==> src/rtl/pipe_id_ex_pkg.sv <==
// Shared constants for the ID/EX pipeline register: default datapath width,
// register-address width, bubble field values and operand-source encoding.
package pipe_pkg;

  localparam int XLEN_DEF = 32;
  localparam int REG_AW   = 5;

  localparam logic              BUBBLE_VALID = 1'b0;
  localparam logic              BUBBLE_WEN   = 1'b0;
  localparam logic [REG_AW-1:0] BUBBLE_RD    = '0;

  typedef enum logic [1:0] {
    SEL_REG = 2'd0,
    SEL_MEM = 2'd1,
    SEL_ALU = 2'd2
  } frwd_sel_e;

  // EX result is newer than MEM result, so it wins when both flags are set.
  function automatic frwd_sel_e frwd_sel(input logic alu, input logic mem);
    if (alu)      return SEL_ALU;
    else if (mem) return SEL_MEM;
    else          return SEL_REG;
  endfunction

endpackage

==> src/rtl/pipe_id_ex_if.sv <==
// Decode-side inputs and ID/EX outputs of the pipeline register.
// slave = the register itself, master = whoever drives decode/hazard signals.
interface pipe_id_ex_if #(
  parameter int XLEN  = pipe_pkg::XLEN_DEF,
  parameter int CNT_W = 16
);
  import pipe_pkg::*;

  logic              i_halt;
  logic              i_flush;
  logic              i_valid;
  logic [XLEN-1:0]   i_pc;
  logic [XLEN-1:0]   i_rs1_rdata;
  logic [XLEN-1:0]   i_rs2_rdata;
  logic [REG_AW-1:0] i_rd_waddr;
  logic              i_rd_wen;
  logic              i_frwd_alu_op1;
  logic              i_frwd_mem_op1;
  logic              i_frwd_alu_op2;
  logic              i_frwd_mem_op2;
  logic [XLEN-1:0]   i_alu_res;
  logic [XLEN-1:0]   i_mem_res;

  logic              o_valid;
  logic [XLEN-1:0]   o_pc;
  logic [XLEN-1:0]   o_op1;
  logic [XLEN-1:0]   o_op2;
  logic [REG_AW-1:0] o_rd_waddr;
  logic              o_rd_wen;
  logic [CNT_W-1:0]  o_stall_cnt;

  modport master (
    output i_halt, i_flush, i_valid, i_pc, i_rs1_rdata, i_rs2_rdata,
           i_rd_waddr, i_rd_wen, i_frwd_alu_op1, i_frwd_mem_op1,
           i_frwd_alu_op2, i_frwd_mem_op2, i_alu_res, i_mem_res,
    input  o_valid, o_pc, o_op1, o_op2, o_rd_waddr, o_rd_wen, o_stall_cnt
  );

  modport slave (
    input  i_halt, i_flush, i_valid, i_pc, i_rs1_rdata, i_rs2_rdata,
           i_rd_waddr, i_rd_wen, i_frwd_alu_op1, i_frwd_mem_op1,
           i_frwd_alu_op2, i_frwd_mem_op2, i_alu_res, i_mem_res,
    output o_valid, o_pc, o_op1, o_op2, o_rd_waddr, o_rd_wen, o_stall_cnt
  );

endinterface

==> src/rtl/pipe_id_ex_frwd_mux.sv <==
// Combinational 3:1 operand forwarding mux: EX result, then MEM result,
// then register-file data.
module frwd_mux
  import pipe_pkg::*;
#(
  parameter int W = XLEN_DEF
) (
  input  logic         sel_alu,
  input  logic         sel_mem,
  input  logic [W-1:0] rf,
  input  logic [W-1:0] alu,
  input  logic [W-1:0] mem,
  output logic [W-1:0] y
);

  always_comb begin
    y = rf;
    unique case (frwd_sel(sel_alu, sel_mem))
      SEL_ALU: y = alu;
      SEL_MEM: y = mem;
      default: y = rf;
    endcase
  end

endmodule

==> src/rtl/pipe_id_ex.sv <==
// ID/EX pipeline register with flush/halt control and operand forwarding.
// Optional halt-cycle counter enabled by defining PIPE_STALL_CNT_EN.
module pipe_id_ex
  import pipe_pkg::*;
#(
  parameter int XLEN  = XLEN_DEF,
  parameter int CNT_W = 16
) (
  input  logic         i_clk,
  input  logic         i_rst,
  pipe_id_ex_if.slave  bus
);

  logic [XLEN-1:0] op1_sel;
  logic [XLEN-1:0] op2_sel;
  logic            op1_fwd;
  logic            op2_fwd;
  logic            rd_wen_cap;

  frwd_mux #(.W(XLEN)) u_mux_op1 (
    .sel_alu (bus.i_frwd_alu_op1),
    .sel_mem (bus.i_frwd_mem_op1),
    .rf      (bus.i_rs1_rdata),
    .alu     (bus.i_alu_res),
    .mem     (bus.i_mem_res),
    .y       (op1_sel)
  );

  frwd_mux #(.W(XLEN)) u_mux_op2 (
    .sel_alu (bus.i_frwd_alu_op2),
    .sel_mem (bus.i_frwd_mem_op2),
    .rf      (bus.i_rs2_rdata),
    .alu     (bus.i_alu_res),
    .mem     (bus.i_mem_res),
    .y       (op2_sel)
  );

  assign op1_fwd    = bus.i_frwd_alu_op1 | bus.i_frwd_mem_op1;
  assign op2_fwd    = bus.i_frwd_alu_op2 | bus.i_frwd_mem_op2;
  // Writes to x0 are never architecturally visible, so drop the enable early.
  assign rd_wen_cap = bus.i_rd_wen & (bus.i_rd_waddr != '0);

  always_ff @(posedge i_clk or posedge i_rst) begin
    if (i_rst) begin
      bus.o_valid    <= BUBBLE_VALID;
      bus.o_pc       <= '0;
      bus.o_op1      <= '0;
      bus.o_op2      <= '0;
      bus.o_rd_waddr <= BUBBLE_RD;
      bus.o_rd_wen   <= BUBBLE_WEN;
    end else if (bus.i_flush || (!bus.i_halt && !bus.i_valid)) begin
      bus.o_valid    <= BUBBLE_VALID;
      bus.o_pc       <= '0;
      bus.o_op1      <= '0;
      bus.o_op2      <= '0;
      bus.o_rd_waddr <= BUBBLE_RD;
      bus.o_rd_wen   <= BUBBLE_WEN;
    end else if (bus.i_halt) begin
      // Held instruction still needs operands that resolve while it waits.
      if (op1_fwd) bus.o_op1 <= op1_sel;
      if (op2_fwd) bus.o_op2 <= op2_sel;
    end else begin
      bus.o_valid    <= 1'b1;
      bus.o_pc       <= bus.i_pc;
      bus.o_op1      <= op1_sel;
      bus.o_op2      <= op2_sel;
      bus.o_rd_waddr <= bus.i_rd_waddr;
      bus.o_rd_wen   <= rd_wen_cap;
    end
  end

`ifdef PIPE_STALL_CNT_EN
  logic [CNT_W-1:0] stall_cnt;

  always_ff @(posedge i_clk or posedge i_rst) begin
    if (i_rst)
      stall_cnt <= '0;
    else if (bus.i_halt && !bus.i_flush && (stall_cnt != '1))
      stall_cnt <= stall_cnt + CNT_W'(1);
  end

  assign bus.o_stall_cnt = stall_cnt;
`else
  assign bus.o_stall_cnt = '0;
`endif

endmodule
==> src/flat_wrapper.sv <==
// flat-port wrapper written by rule: the top's interface ports become plain ports
module pipe_id_ex_flat import pipe_pkg::*;
#(
  parameter int XLEN  = XLEN_DEF,
  parameter int CNT_W = 16
)
  (i_clk, i_rst, bus_i_halt, bus_i_flush, bus_i_valid, bus_i_pc, bus_i_rs1_rdata, bus_i_rs2_rdata, bus_i_rd_waddr, bus_i_rd_wen, bus_i_frwd_alu_op1, bus_i_frwd_mem_op1, bus_i_frwd_alu_op2, bus_i_frwd_mem_op2, bus_i_alu_res, bus_i_mem_res, bus_o_valid, bus_o_pc, bus_o_op1, bus_o_op2, bus_o_rd_waddr, bus_o_rd_wen, bus_o_stall_cnt);
  pipe_id_ex_if #(.XLEN(XLEN), .CNT_W(CNT_W)) bus_i ();
  input  logic i_clk;
  input  logic i_rst;
  input wire logic [$bits(bus_i.i_halt)-1:0] bus_i_halt;
  input wire logic [$bits(bus_i.i_flush)-1:0] bus_i_flush;
  input wire logic [$bits(bus_i.i_valid)-1:0] bus_i_valid;
  input wire logic [$bits(bus_i.i_pc)-1:0] bus_i_pc;
  input wire logic [$bits(bus_i.i_rs1_rdata)-1:0] bus_i_rs1_rdata;
  input wire logic [$bits(bus_i.i_rs2_rdata)-1:0] bus_i_rs2_rdata;
  input wire logic [$bits(bus_i.i_rd_waddr)-1:0] bus_i_rd_waddr;
  input wire logic [$bits(bus_i.i_rd_wen)-1:0] bus_i_rd_wen;
  input wire logic [$bits(bus_i.i_frwd_alu_op1)-1:0] bus_i_frwd_alu_op1;
  input wire logic [$bits(bus_i.i_frwd_mem_op1)-1:0] bus_i_frwd_mem_op1;
  input wire logic [$bits(bus_i.i_frwd_alu_op2)-1:0] bus_i_frwd_alu_op2;
  input wire logic [$bits(bus_i.i_frwd_mem_op2)-1:0] bus_i_frwd_mem_op2;
  input wire logic [$bits(bus_i.i_alu_res)-1:0] bus_i_alu_res;
  input wire logic [$bits(bus_i.i_mem_res)-1:0] bus_i_mem_res;
  output wire logic [$bits(bus_i.o_valid)-1:0] bus_o_valid;
  output wire logic [$bits(bus_i.o_pc)-1:0] bus_o_pc;
  output wire logic [$bits(bus_i.o_op1)-1:0] bus_o_op1;
  output wire logic [$bits(bus_i.o_op2)-1:0] bus_o_op2;
  output wire logic [$bits(bus_i.o_rd_waddr)-1:0] bus_o_rd_waddr;
  output wire logic [$bits(bus_i.o_rd_wen)-1:0] bus_o_rd_wen;
  output wire logic [$bits(bus_i.o_stall_cnt)-1:0] bus_o_stall_cnt;
  assign bus_i.i_halt = bus_i_halt;
  assign bus_i.i_flush = bus_i_flush;
  assign bus_i.i_valid = bus_i_valid;
  assign bus_i.i_pc = bus_i_pc;
  assign bus_i.i_rs1_rdata = bus_i_rs1_rdata;
  assign bus_i.i_rs2_rdata = bus_i_rs2_rdata;
  assign bus_i.i_rd_waddr = bus_i_rd_waddr;
  assign bus_i.i_rd_wen = bus_i_rd_wen;
  assign bus_i.i_frwd_alu_op1 = bus_i_frwd_alu_op1;
  assign bus_i.i_frwd_mem_op1 = bus_i_frwd_mem_op1;
  assign bus_i.i_frwd_alu_op2 = bus_i_frwd_alu_op2;
  assign bus_i.i_frwd_mem_op2 = bus_i_frwd_mem_op2;
  assign bus_i.i_alu_res = bus_i_alu_res;
  assign bus_i.i_mem_res = bus_i_mem_res;
  assign bus_o_valid = bus_i.o_valid;
  assign bus_o_pc = bus_i.o_pc;
  assign bus_o_op1 = bus_i.o_op1;
  assign bus_o_op2 = bus_i.o_op2;
  assign bus_o_rd_waddr = bus_i.o_rd_waddr;
  assign bus_o_rd_wen = bus_i.o_rd_wen;
  assign bus_o_stall_cnt = bus_i.o_stall_cnt;
  pipe_id_ex #(.XLEN(XLEN), .CNT_W(CNT_W)) u_core (.i_clk(i_clk), .i_rst(i_rst), .bus(bus_i));
endmodule
==> config.mk <==
export PLATFORM = sky130hd
export DESIGN_NAME = pipe_id_ex_flat
export DESIGN_NICKNAME = d
export VERILOG_FILES = /design/src/rtl/pipe_id_ex_pkg.sv /design/src/rtl/pipe_id_ex_if.sv /design/src/rtl/pipe_id_ex_frwd_mux.sv /design/src/rtl/pipe_id_ex.sv /design/src/flat_wrapper.sv
export SDC_FILE = /design/constraint.sdc
export NUM_CORES = 1
export LEC_CHECK = 0
export CAP_MARGIN = 20
export CORE_AREA = 2 2 114 116
export CTS_BUF_LIST = sky130_fd_sc_hd__clkbuf_8
export DETAILED_ROUTE_END_ITERATION = 16
export DIE_AREA = 0 0 116 118
export GPL_ROUTABILITY_DRIVEN = 0
export PLACE_DENSITY_LB_ADDON = 0.05
export RECOVER_POWER = 50
export SLEW_MARGIN = 5
export SYNTH_ARGS = -nofsm -noshare
export SYNTH_HDL_FRONTEND = slang
export SYNTH_HIERARCHICAL = 1
export SYNTH_SLANG_ARGS = --single-unit
==> constraint.sdc <==
create_clock -name i_clk -period 7.7 [get_ports i_clk]
set_clock_uncertainty 0.05 [all_clocks]
set_input_delay 1.54 -clock i_clk [delete_from_list [all_inputs] [get_ports i_clk]]
set_output_delay 1.54 -clock i_clk [all_outputs]
set_load 0.01 [all_outputs]
==> results.toml <==
[status]
status = "complete, but fails checks"
failed_checks = "max-capacitance violations, max-slew violations"

[yosys]
synthesis.yosys.warnings = 6
synthCells = 506
post_syn_area_per_cell_um2 = 10.7
cell_accounting_for_the_most_synthesized_area = "sky130_fd_sc_hd__dfrtp_1"
ys_types = 20
netlist.area_leader.share_pct = 47.7
post_synth_main_area_contributors = "sky130_fd_sc_hd__dfrtp_1 48%, sky130_fd_sc_hd__mux2i_1 19%, sky130_fd_sc_hd__a22o_1 10%, sky130_fd_sc_hd__o21ai_1 5.2%, sky130_fd_sc_hd__nand2_1 4.5%"
synth_cell_area_um2 = 5400
flop_and_latch_count_out_of_synthesis = 103
yosysSeqAreaShare_pct = 47.7

[clock_tree]
cts-hold-fix-buffers = 0
postCtsSetupRepairBufs = 0
root_buffer = "sky130_fd_sc_hd__clkbuf_8"
cts_repair_resize_count = 0
cts_made_buffers = 9
max-clock-path-buffers = 2
worstSkewPairLatency_ns = 0.35
path_clk_slew_ns = 0.09
clock_tree_from_tritoncts = "built"
cts_max_level = 3
clock_sinks = 103

[sta]
slew_of_the_pin_with_the_lowest_slew_margin_ns = 2.86
timing.final.crit_share_pct = 65.2
timing_max_transition_violations_final = 85
max_clock_freq_ghz = 0.199
postLayoutSetupSlackWorst_ns = 2.68
finalCriticalPeriod_ns = 5.02
setup_viol = 0
hold_viol_final = 0
slew-limit-headroom_pct = -90.8
fin_setup_tns_ns = 0
grt_setup_unrepaired = "false"

[worst_setup_path]
setup.worst_path.end_class = "register"
cp.arrival_ns = 5.21
timing.critical_path.required_ns = 7.89
slowest_delay_ns = 2.21
path_buf_inv = 3
setup.worst_path.class = "input port to register"
critical_path_peak_fanout = 43
startpoint_type = "input port"
worstPathCellList = "buf_2 -> buf_4 -> o21bai_1 -> nor2_2 -> buf_16 -> a22o_1"
cpMaxStageDelayCell = "sky130_fd_sc_hd__o21bai_1"
worst_path_dominant_cell_family = "compound AO/OA/AOI/OAI gates"

[drt]
antenna_violating_nets_post_route = 0
post_drt_wl_per_cell_um = 17.5
first_pass_iters = 5
totalWireLength_um = 16400
drt_iter0_markers = 245
route.detailed.drc = 0
routed-via-count = 4741
vias_per_cell = 5.07

[floorplanning]
horizontal_die_dimension_um = 116
placement_rows = 41
fp.dieArea_um2 = 13700
floorplan.core_area_um2 = 12400
die_span_y_um = 118
ios = 294
initial_utilization_pct = 43.5

[power_and_ir_drop]
leakagePower_nw = 3.99
power.total_w = 0.00123
power.density_nw_per_um2 = 149
vdd.ir_drop.worst_mv = 0.0792

[grt]
grt_overflow = 0
grt_max_degree = 66
first_global_vias = 4809
grt_util_all_layers_pct = 23.7
grt_pass1_wl_um = 25300
grt_antenna_before_repair = 0

[finish]
nNetsFinal = 933
antennaDiodeCount = 0
areaGrowthSynthToFinish_pct = 53.2
fill_cells = 995
drive_above_1_share_pct = 4.85

[flow_run]
drv_cap = 2

[placement]
port_buffers = 277
pre_cts_ws_ns = 3.51
dpl.hpwl_um = 12400

[worst_hold_path]
hold_path.class = "register to register"
## area by class of cell
class | instances | area [um^2] | share of cell area [%]
clock buffer | 11 | 151 | 1.83
clock inverter | 5 | 33.8 | 0.408
inverter | 2 | 8.76 | 0.106
multi-input combinational | 357 | 2450 | 29.6
sequential | 103 | 2580 | 31.1
tap | 172 | 215 | 2.60
timing repair buffer | 285 | 2840 | 34.3
## sequential cells by signal, indices dropped and copies added (netlist names)
signal / cells
u_core/bus.o_op1: 32
u_core/bus.o_op2: 32
u_core/bus.o_pc: 32
u_core/bus.o_rd_waddr: 5
u_core/bus.o_rd_wen: 1
u_core/bus.o_valid: 1
## cells in the mapped netlist
master and instances:
sky130_fd_sc_hd__mux2i_1 101, sky130_fd_sc_hd__o21bai_1 1, sky130_fd_sc_hd__inv_1 2, sky130_fd_sc_hd__nor2b_1 1, sky130_fd_sc_hd__buf_4 17, sky130_fd_sc_hd__nor2_1 39
sky130_fd_sc_hd__dfrtp_1 103, sky130_fd_sc_hd__a21oi_1 2, sky130_fd_sc_hd__o21ai_0 5, sky130_fd_sc_hd__or4_1 1, sky130_fd_sc_hd__o21ai_1 56, sky130_fd_sc_hd__o21ai_2 4
sky130_fd_sc_hd__conb_1 1, sky130_fd_sc_hd__clkbuf_1 6, sky130_fd_sc_hd__buf_6 2, sky130_fd_sc_hd__nor4b_4 2, sky130_fd_sc_hd__a22o_1 64, sky130_fd_sc_hd__buf_2 28
sky130_fd_sc_hd__nand2_1 65, sky130_fd_sc_hd__buf_12 6
## cell usage in the layout (no fill, tap or decap), types with 2 or more instances in the layout
cell                              netlist  routed
sky130_fd_sc_hd__clkinv_4               0       2
sky130_fd_sc_hd__buf_2                 28       5
sky130_fd_sc_hd__dlygate4sd3_1          0      75
sky130_fd_sc_hd__clkdlybuf4s50_1        0     197
sky130_fd_sc_hd__a22o_1                64      64
sky130_fd_sc_hd__mux2i_1              101     101
sky130_fd_sc_hd__o21ai_2                4       4
sky130_fd_sc_hd__clkbuf_8               0      11
sky130_fd_sc_hd__dfrtp_1              103     103
sky130_fd_sc_hd__buf_4                 17       6
sky130_fd_sc_hd__conb_1                 1      16
sky130_fd_sc_hd__nand2_1               65      65
sky130_fd_sc_hd__nor2_1                39      37
sky130_fd_sc_hd__inv_1                  2       2
sky130_fd_sc_hd__o21ai_1               56      56
sky130_fd_sc_hd__o21ai_0                5       5
sky130_fd_sc_hd__nor4b_4                2       2
sky130_fd_sc_hd__a21oi_1                2       2
## through the flow
stage / util (%) / hold slack (ns) / cells / cell area [um^2]
detailed placement: 64.9 / 0.442 / 917 / 8060
finish: 66.7 / 0.456 / 935 / 8280
floorplan: - / 0.494 / 521 / 5460
CTS: 66.4 / 0.466 / 933 / 8240
global route: 66.7 / 0.471 / 935 / 8280
global placement: 64.9 / 0.438 / 917 / 8060
## routing by layer
metal  routed length (um)  vias up  track usage [%]
met2                 8250      206             41.3
met4                  410        0             7.74
met3                 1300       27             6.23
li1                     -     2271                -
met1                 6410     2237             28.0
met5                    0        -                0
## path summary, 6_finish.rpt
check	from	end	slack, ns	cells past startpoint
setup / recovery	bus_i_halt	u_core/bus.o_op2[9]	2.68	6
hold / removal	u_core/bus.o_op2[3]	u_core/bus.o_op2[3]	0.46	1
setup reg to reg	u_core/bus.o_pc[1]	u_core/bus.o_pc[1]	6.79	2
hold reg to reg	u_core/bus.o_op2[3]	u_core/bus.o_op2[3]	0.46	1
max in group asynchronous	i_rst	u_core/bus.o_op1[31]	4.08	3
min in group asynchronous	i_rst	u_core/bus.o_pc[4]	2.04	2
## cells by family after synthesis
kind of cell / Yosys count / share of synthesized area, %
mux: 101 / 18.7
compound gates: 132 / 17.0
buf+inv: 61 / 8.15
simple gates: 108 / 8.36
other cells: 1 / 0.0694
flops: 103 / 47.7
## power by group
| part | leakage (nW) | internal (W) | switching (W) | total [W] |
|---|---|---|---|---|
| clock network | 0.0967 | 0.000135 | 0.000180 | 0.000315 |
| logic | 2.52 | 0.000181 | 0.000142 | 0.000323 |
| registers | 1.38 | 0.000573 | 0.0000190 | 0.000592 |
Power figures use the tool's default switching activity.
